File: config.mk
export PLATFORM = sky130hd
export DESIGN_NAME = grant_bus_controller
export DESIGN_NICKNAME = d
export VERILOG_FILES = /design/src/rtl/grant_bus_controller_pkg.sv /design/src/rtl/grant_bus_controller_bus_out_reg.sv /design/src/rtl/grant_bus_controller.sv
export SDC_FILE = /design/constraint.sdc
export NUM_CORES = 1
export LEC_CHECK = 0
export CAP_MARGIN = 20
export CORE_ASPECT_RATIO = 0.75
export CORE_MARGIN = 3
export CORE_UTILIZATION = 39
export DETAILED_ROUTE_END_ITERATION = 8
export PLACE_DENSITY = 0.87
export REMOVE_ABC_BUFFERS = 1
export SETUP_SLACK_MARGIN = 0.2
export SLEW_MARGIN = 10
export SYNTH_ARGS = -nofsm -noshare
export SYNTH_HDL_FRONTEND = slang
export SYNTH_HIERARCHICAL = 1
export SYNTH_SLANG_ARGS = --single-unit
File: constraint.sdc
create_clock -name Clock -period 1.8 [get_ports Clock]
set_clock_uncertainty 0.1 [all_clocks]
set_input_delay 0.18 -clock Clock [delete_from_list [all_inputs] [get_ports Clock]]
set_output_delay 0.18 -clock Clock [all_outputs]
set_load 0.01 [all_outputs]
File: src/rtl/grant_bus_controller_pkg.sv
// Shared types and helpers for the grant bus controller: FSM encoding,
// requester index constants and grant-vector decode functions.
package grant_bus_controller_pkg;

  typedef enum logic [1:0] {
    IDLE    = 2'b00,
    OWN     = 2'b01,
    OVERRUN = 2'b10,
    ERROR   = 2'b11
  } state_t;

  localparam logic [1:0] NONE = 2'd0;
  localparam logic [1:0] REQ1 = 2'd1;
  localparam logic [1:0] REQ2 = 2'd2;
  localparam logic [1:0] REQ3 = 2'd3;

  function automatic logic is_onehot(input logic [2:0] gvec);
    return (gvec != 3'b000) && ((gvec & (gvec - 3'd1)) == 3'b000);
  endfunction

  // Index of a one-hot grant vector; NONE for anything else.
  function automatic logic [1:0] onehot_index(input logic [2:0] gvec);
    logic [1:0] idx;
    case (gvec)
      3'b001:  idx = REQ1;
      3'b010:  idx = REQ2;
      3'b100:  idx = REQ3;
      default: idx = NONE;
    endcase
    return idx;
  endfunction

  // One-hot mask selecting the owner's grant bit; zero when no owner.
  function automatic logic [2:0] owner_mask(input logic [1:0] owner);
    logic [2:0] mask;
    case (owner)
      REQ1:    mask = 3'b001;
      REQ2:    mask = 3'b010;
      REQ3:    mask = 3'b100;
      default: mask = 3'b000;
    endcase
    return mask;
  endfunction

endpackage

File: src/rtl/grant_bus_controller_bus_out_reg.sv
// Valid/ready output register carrying the shared-bus word and its owner tag.
// A load and a drain in the same cycle simply present the new word.
module bus_out_reg
  import grant_bus_controller_pkg::*;
#(
  parameter int DW = 8
) (
  input  logic          Clock,
  input  logic          Reset,
  input  logic          load,
  input  logic [DW-1:0] load_data,
  input  logic [1:0]    load_owner,
  input  logic          bus_ready,
  output logic [DW-1:0] bus_data,
  output logic          bus_valid,
  output logic [1:0]    bus_owner
);

  // NOTE: all state here uses non-blocking assignments so every register
  // samples the pre-edge values of its neighbours.
  always_ff @(posedge Clock or posedge Reset) begin
    if (Reset) begin
      bus_data  <= '0;
      bus_valid <= 1'b0;
      bus_owner <= NONE;
    end else if (load) begin
      bus_data  <= load_data;
      bus_valid <= 1'b1;
      bus_owner <= load_owner;
    end else if (bus_valid && bus_ready) begin
      bus_valid <= 1'b0;
    end
  end

endmodule

File: src/rtl/grant_bus_controller.sv
// Routes the granted requester onto a registered shared bus, limits grant
// tenure with release_req and latches illegal grant patterns as an error.
module grant_bus_controller
  import grant_bus_controller_pkg::*;
#(
  parameter int DW       = 8,
  parameter int MAX_HOLD = 16,
  parameter int HW       = 5
) (
  input  logic          Clock,
  input  logic          Reset,
  input  logic          g1,
  input  logic          g2,
  input  logic          g3,
  input  logic [DW-1:0] d1,
  input  logic [DW-1:0] d2,
  input  logic [DW-1:0] d3,
  input  logic          v1,
  input  logic          v2,
  input  logic          v3,
  output logic          rdy1,
  output logic          rdy2,
  output logic          rdy3,
  output logic [DW-1:0] bus_data,
  output logic          bus_valid,
  input  logic          bus_ready,
  output logic [1:0]    bus_owner,
  output logic          release_req,
  output logic          grant_error,
  output logic [HW-1:0] hold_count
);

  state_t        state, state_nxt;
  logic [1:0]    owner, owner_nxt;
  logic [HW-1:0] hold_nxt;

  logic [2:0]    gvec, vvec, mask, rdy_vec;
  logic          own_g, other_g, can_take, load;
  logic [DW-1:0] load_data;

  assign gvec     = {g3, g2, g1};
  assign vvec     = {v3, v2, v1};
  assign mask     = owner_mask(owner);
  assign own_g    = |(gvec & mask);
  assign other_g  = |(gvec & ~mask);
  assign can_take = ~bus_valid | bus_ready;

  // Only the tenure owner, still holding its grant, may be accepted.
  assign rdy_vec = (state == OWN) ? (gvec & mask & {3{can_take}}) : 3'b000;
  assign rdy1    = rdy_vec[0];
  assign rdy2    = rdy_vec[1];
  assign rdy3    = rdy_vec[2];
  assign load    = |(rdy_vec & vvec);

  always_comb begin
    case (owner)
      REQ2:    load_data = d2;
      REQ3:    load_data = d3;
      default: load_data = d1;
    endcase
  end

  always_ff @(posedge Clock or posedge Reset) begin
    if (Reset) begin
      state      <= IDLE;
      owner      <= NONE;
      hold_count <= '0;
    end else begin
      state      <= state_nxt;
      owner      <= owner_nxt;
      hold_count <= hold_nxt;
    end
  end

  // NOTE: every signal written below gets a default first, so no path can
  // leave one unassigned and infer a latch.
  always_comb begin
    state_nxt = state;
    owner_nxt = owner;
    hold_nxt  = hold_count;
    case (state)
      IDLE: begin
        hold_nxt = '0;
        if (is_onehot(gvec)) begin
          state_nxt = OWN;
          owner_nxt = onehot_index(gvec);
        end else if (gvec != 3'b000) begin
          state_nxt = ERROR;
        end
      end
      OWN: begin
        hold_nxt = hold_count + HW'(1);
        if (!own_g) begin
          // A hand-over always goes through IDLE, even if another grant rose.
          state_nxt = IDLE;
          owner_nxt = NONE;
          hold_nxt  = '0;
        end else if (other_g) begin
          state_nxt = ERROR;
        end else if (hold_count == HW'(MAX_HOLD - 1)) begin
          state_nxt = OVERRUN;
        end
      end
      OVERRUN: begin
        if (!own_g) begin
          state_nxt = IDLE;
          owner_nxt = NONE;
          hold_nxt  = '0;
        end else if (other_g) begin
          state_nxt = ERROR;
        end
      end
      ERROR: begin
        state_nxt = ERROR;
      end
    endcase
  end

  assign release_req = (state == OVERRUN);
  assign grant_error = (state == ERROR);

  bus_out_reg #(.DW(DW)) u_bus_out_reg (
    .Clock      (Clock),
    .Reset      (Reset),
    .load       (load),
    .load_data  (load_data),
    .load_owner (owner),
    .bus_ready  (bus_ready),
    .bus_data   (bus_data),
    .bus_valid  (bus_valid),
    .bus_owner  (bus_owner)
  );

endmodule

==> results.sh <==
export IMPL_cts_sinks=20
export IMPL_ys_async_sr_fraction=1.00
export IMPL_clk_latency_ns=0.26
export IMPL_ys_warn_count=6
export IMPL_grt_max_degree=13
export IMPL_place_congestion=0.791
export IMPL_synth_flop_cell="dfrtp_1"
export IMPL_vias_per_cell=5.27
export IMPL_drive_gt1_frac=0.412
export IMPL_crit_buf_inv=3
export IMPL_report_final_slew_viol_count=0
export IMPL_p_leak_nw=1.18
export IMPL_hold_path_class="in2async"
export IMPL_ant_nets=0
export IMPL_worstPathCellList="buf_6 -> buf_6 -> ha_1 -> buf_4 -> a221oi_4 -> mux2_4"
export IMPL_hpwl_um=2990
export IMPL_die_width_um=74.8
export IMPL_cts_htree_levels=1
export IMPL_finalSetupTns_ns=-1.78
export IMPL_cp_slowest_stage_delay_ns=0.43
export IMPL_cts_root_buf="clkbuf_8"
export IMPL_fin_crit_ns=1.96
export IMPL_timing_fmax_mhz=509
export IMPL_finalNonFillerCells=268
export IMPL_start_util=0.412
export IMPL_power_frac_clock=0.129
export IMPL_arrival_ns=2.01
export IMPL_wirelength_um=4540
export IMPL_post_route_period_util=1.09
export IMPL_cp_depth=6
export IMPL_swShare=0.360
export IMPL_syn_area_um2=1380
export IMPL_seqPwrFrac=0.211
export IMPL_rsz0062_at_grt="true"
export IMPL_std_cell_rows=18
export IMPL_final_common_cell="clkdlybuf4s50_1"
export IMPL_crit_type="reg2reg"
export IMPL_drc=0
export IMPL_nFillCells=215
export IMPL_endpoint_kind="register"
export IMPL_drt_iter0_drc=69
export IMPL_critPathMostFrequentCell="buf_6"
export IMPL_critPathRequiredTime_ns=1.85
export IMPL_die_area_um2=4310
export IMPL_cts_tree="built"
export IMPL_core_area_um2=3360
export IMPL_worst_slew_pin_slew_ns=0.447
export IMPL_relSlewSlack=0.702
export IMPL_vias=1412
export IMPL_finalHoldViolations=0
export IMPL_nets=269
export IMPL_comb_power_share=0.660
export IMPL_setup_viol=17
export IMPL_yosysUniqueCellTypes=37
export IMPL_seq_area_frac_synth=0.362
export IMPL_power_internal_mw=2.27
export IMPL_wl_per_cell_um=17.0
export IMPL_final_cell_mix="clkdlybuf4s50_1 (46), buf_4 (32), dfrtp_1 (18), buf_6 (14), mux2_4 (13)"
export IMPL_dp_cells=250
export IMPL_peakVddDrop_v=0.000723
export IMPL_grt_ovfl_total=0
export IMPL_r2r_cells=6
export IMPL_powerDensity_nw_per_um2=1380
export IMPL_crit_slowest_cell="dfrtp_1"
export IMPL_synth_edff_count=0
export IMPL_start_kind="register"
export IMPL_maxCapViolations=0
export IMPL_syn_avg_cell_area_um2=10.3
export IMPL_cts_buffers=3
export IMPL_cts_path_max_buffers=2
export IMPL_die_h_um=57.6
export IMPL_synth_seq_cells=20
export IMPL_status="finished with violations"
export IMPL_path_clk_slew_ns=0.08
export IMPL_fin_ws_ns=-0.165
export IMPL_synthCells=134
export IMPL_grt_usage=0.208
export IMPL_crit_family="buffers and inverters"
export IMPL_drt_pre_antenna_iters=4
export IMPL_grt_pass1_vias=1400
export IMPL_syn_to_final_growth_pct=85.4
export IMPL_grt_pass1_wl_um=6790
export IMPL_worstPathMaxFanout=5
export IMPL_switching_power_mw=1.27
export IMPL_diodes=0
export IMPL_io_pin_count=54
export IMPL_io_buffers=53
export IMPL_antenna_found_initial=0
export IMPL_violations="setup timing"
## cell usage after synthesis, drive strengths merged (3+ instances only)
library cell | n | area (um^2)
nor2 | 9 | 33.8
a21oi | 11 | 55.1
inv | 10 | 37.5
nand2 | 6 | 22.5
mux2 | 13 | 184
dfrtp | 20 | 500
buf | 6 | 53.8
nand3 | 3 | 15.0
mux2i | 12 | 120
a21boi | 3 | 22.5
nor3 | 3 | 15.0
nor2b | 3 | 18.8
o21ai | 5 | 28.8
ha | 7 | 87.6
## worst paths after layout
kind | startpoint | endpoint | slack (ns)
setup reg to reg | state[0] | owner[1] | -0.16
hold reg to reg | u_bus_out_reg/bus_owner[1] | u_bus_out_reg/bus_owner[1] | 0.42
max in group asynchronous | Reset | u_bus_out_reg/bus_owner[0] | 1.15
min in group Clock | u_bus_out_reg/bus_owner[1] | u_bus_out_reg/bus_owner[1] | 0.42
hold / removal | Reset | hold_count[2] | 0.11
setup / recovery | state[0] | owner[1] | -0.16
## power by group through the flow
stage	logic, mW	clock network (mW)	registers [mW]
6_report	2.34	0.457	0.746
5_1_grt	2.46	0.476	0.765
4_1_cts	2.15	0.465	0.739
3_5_place_dp	1.73	0	0.725
3_3_place_gp	1.68	0	0.724
2_1_floorplan	0.782	0	0.825
## kinds of logic (layout without fill, tap and decap cells)
kind of cell,count (synthesis),in the layout,share of synthesized area
mux,25,25,0.220
flops,20,20,0.362
simple gates,34,34,0.129
xor+xnor,2,2,0.0127
compound gates,29,29,0.145
fa+ha+maj,7,7,0.0633
buf+inv,17,111,0.0687
## timing repair
| item | CTS | global route |
|---|---|---|
| hold buffers | 0 | 0 |
| pin swaps | 9 | 4 |
| gates cloned | 1 | 0 |
| setup endpoints to repair | 25 | 27 |
| gates resized for setup | 63 | 12 |
| buffers inserted | 9 | 4 |
## cell type report
type                            count  area [um^2]  share of cell area
Tap cell                           40         50.0              0.0195
Sequential cell                    20          503               0.196
Clock inverter                      1         30.0              0.0117
Timing Repair Buffer               97          937               0.365
Clock buffer                        3         41.3              0.0161
Multi-Input combinational cell     97          965               0.376
Inverter                           10         40.0              0.0156
## flip-flops by register name, indices dropped and copies added (netlist names)
register,flops
hold_count,5
owner,2
state,2
u_bus_out_reg/bus_data,8
u_bus_out_reg/bus_owner,2
u_bus_out_reg/bus_valid,1
## layer usage
| layer | track usage | share of wire |
|---|---|---|
| met3 | 0.0581 | 0.074 |
| met4 | 0.0482 | 0.031 |
| met2 | 0.347 | 0.46 |
| met1 | 0.267 | 0.43 |
| met5 | 0 | 0 |
## stage by stage
| stage | total power [mW] | hold slack [ns] | cell area (um^2) | utilization | setup slack, ns |
|---|---|---|---|---|---|
| after floorplan | 1.61 | -0.0921 | 1330 | - | -0.509 |
| after global placement | 2.40 | 0.397 | 2140 | 0.639 | -0.253 |
| after detailed placement | 2.45 | 0.397 | 2140 | 0.639 | -0.334 |
| after CTS | 3.35 | 0.128 | 2490 | 0.743 | -0.106 |
| after global routing | 3.70 | 0.130 | 2570 | 0.765 | -0.208 |
| final | 3.54 | 0.115 | 2570 | 0.765 | -0.165 |
No activity file was read; power rests on OpenSTA's default activity.
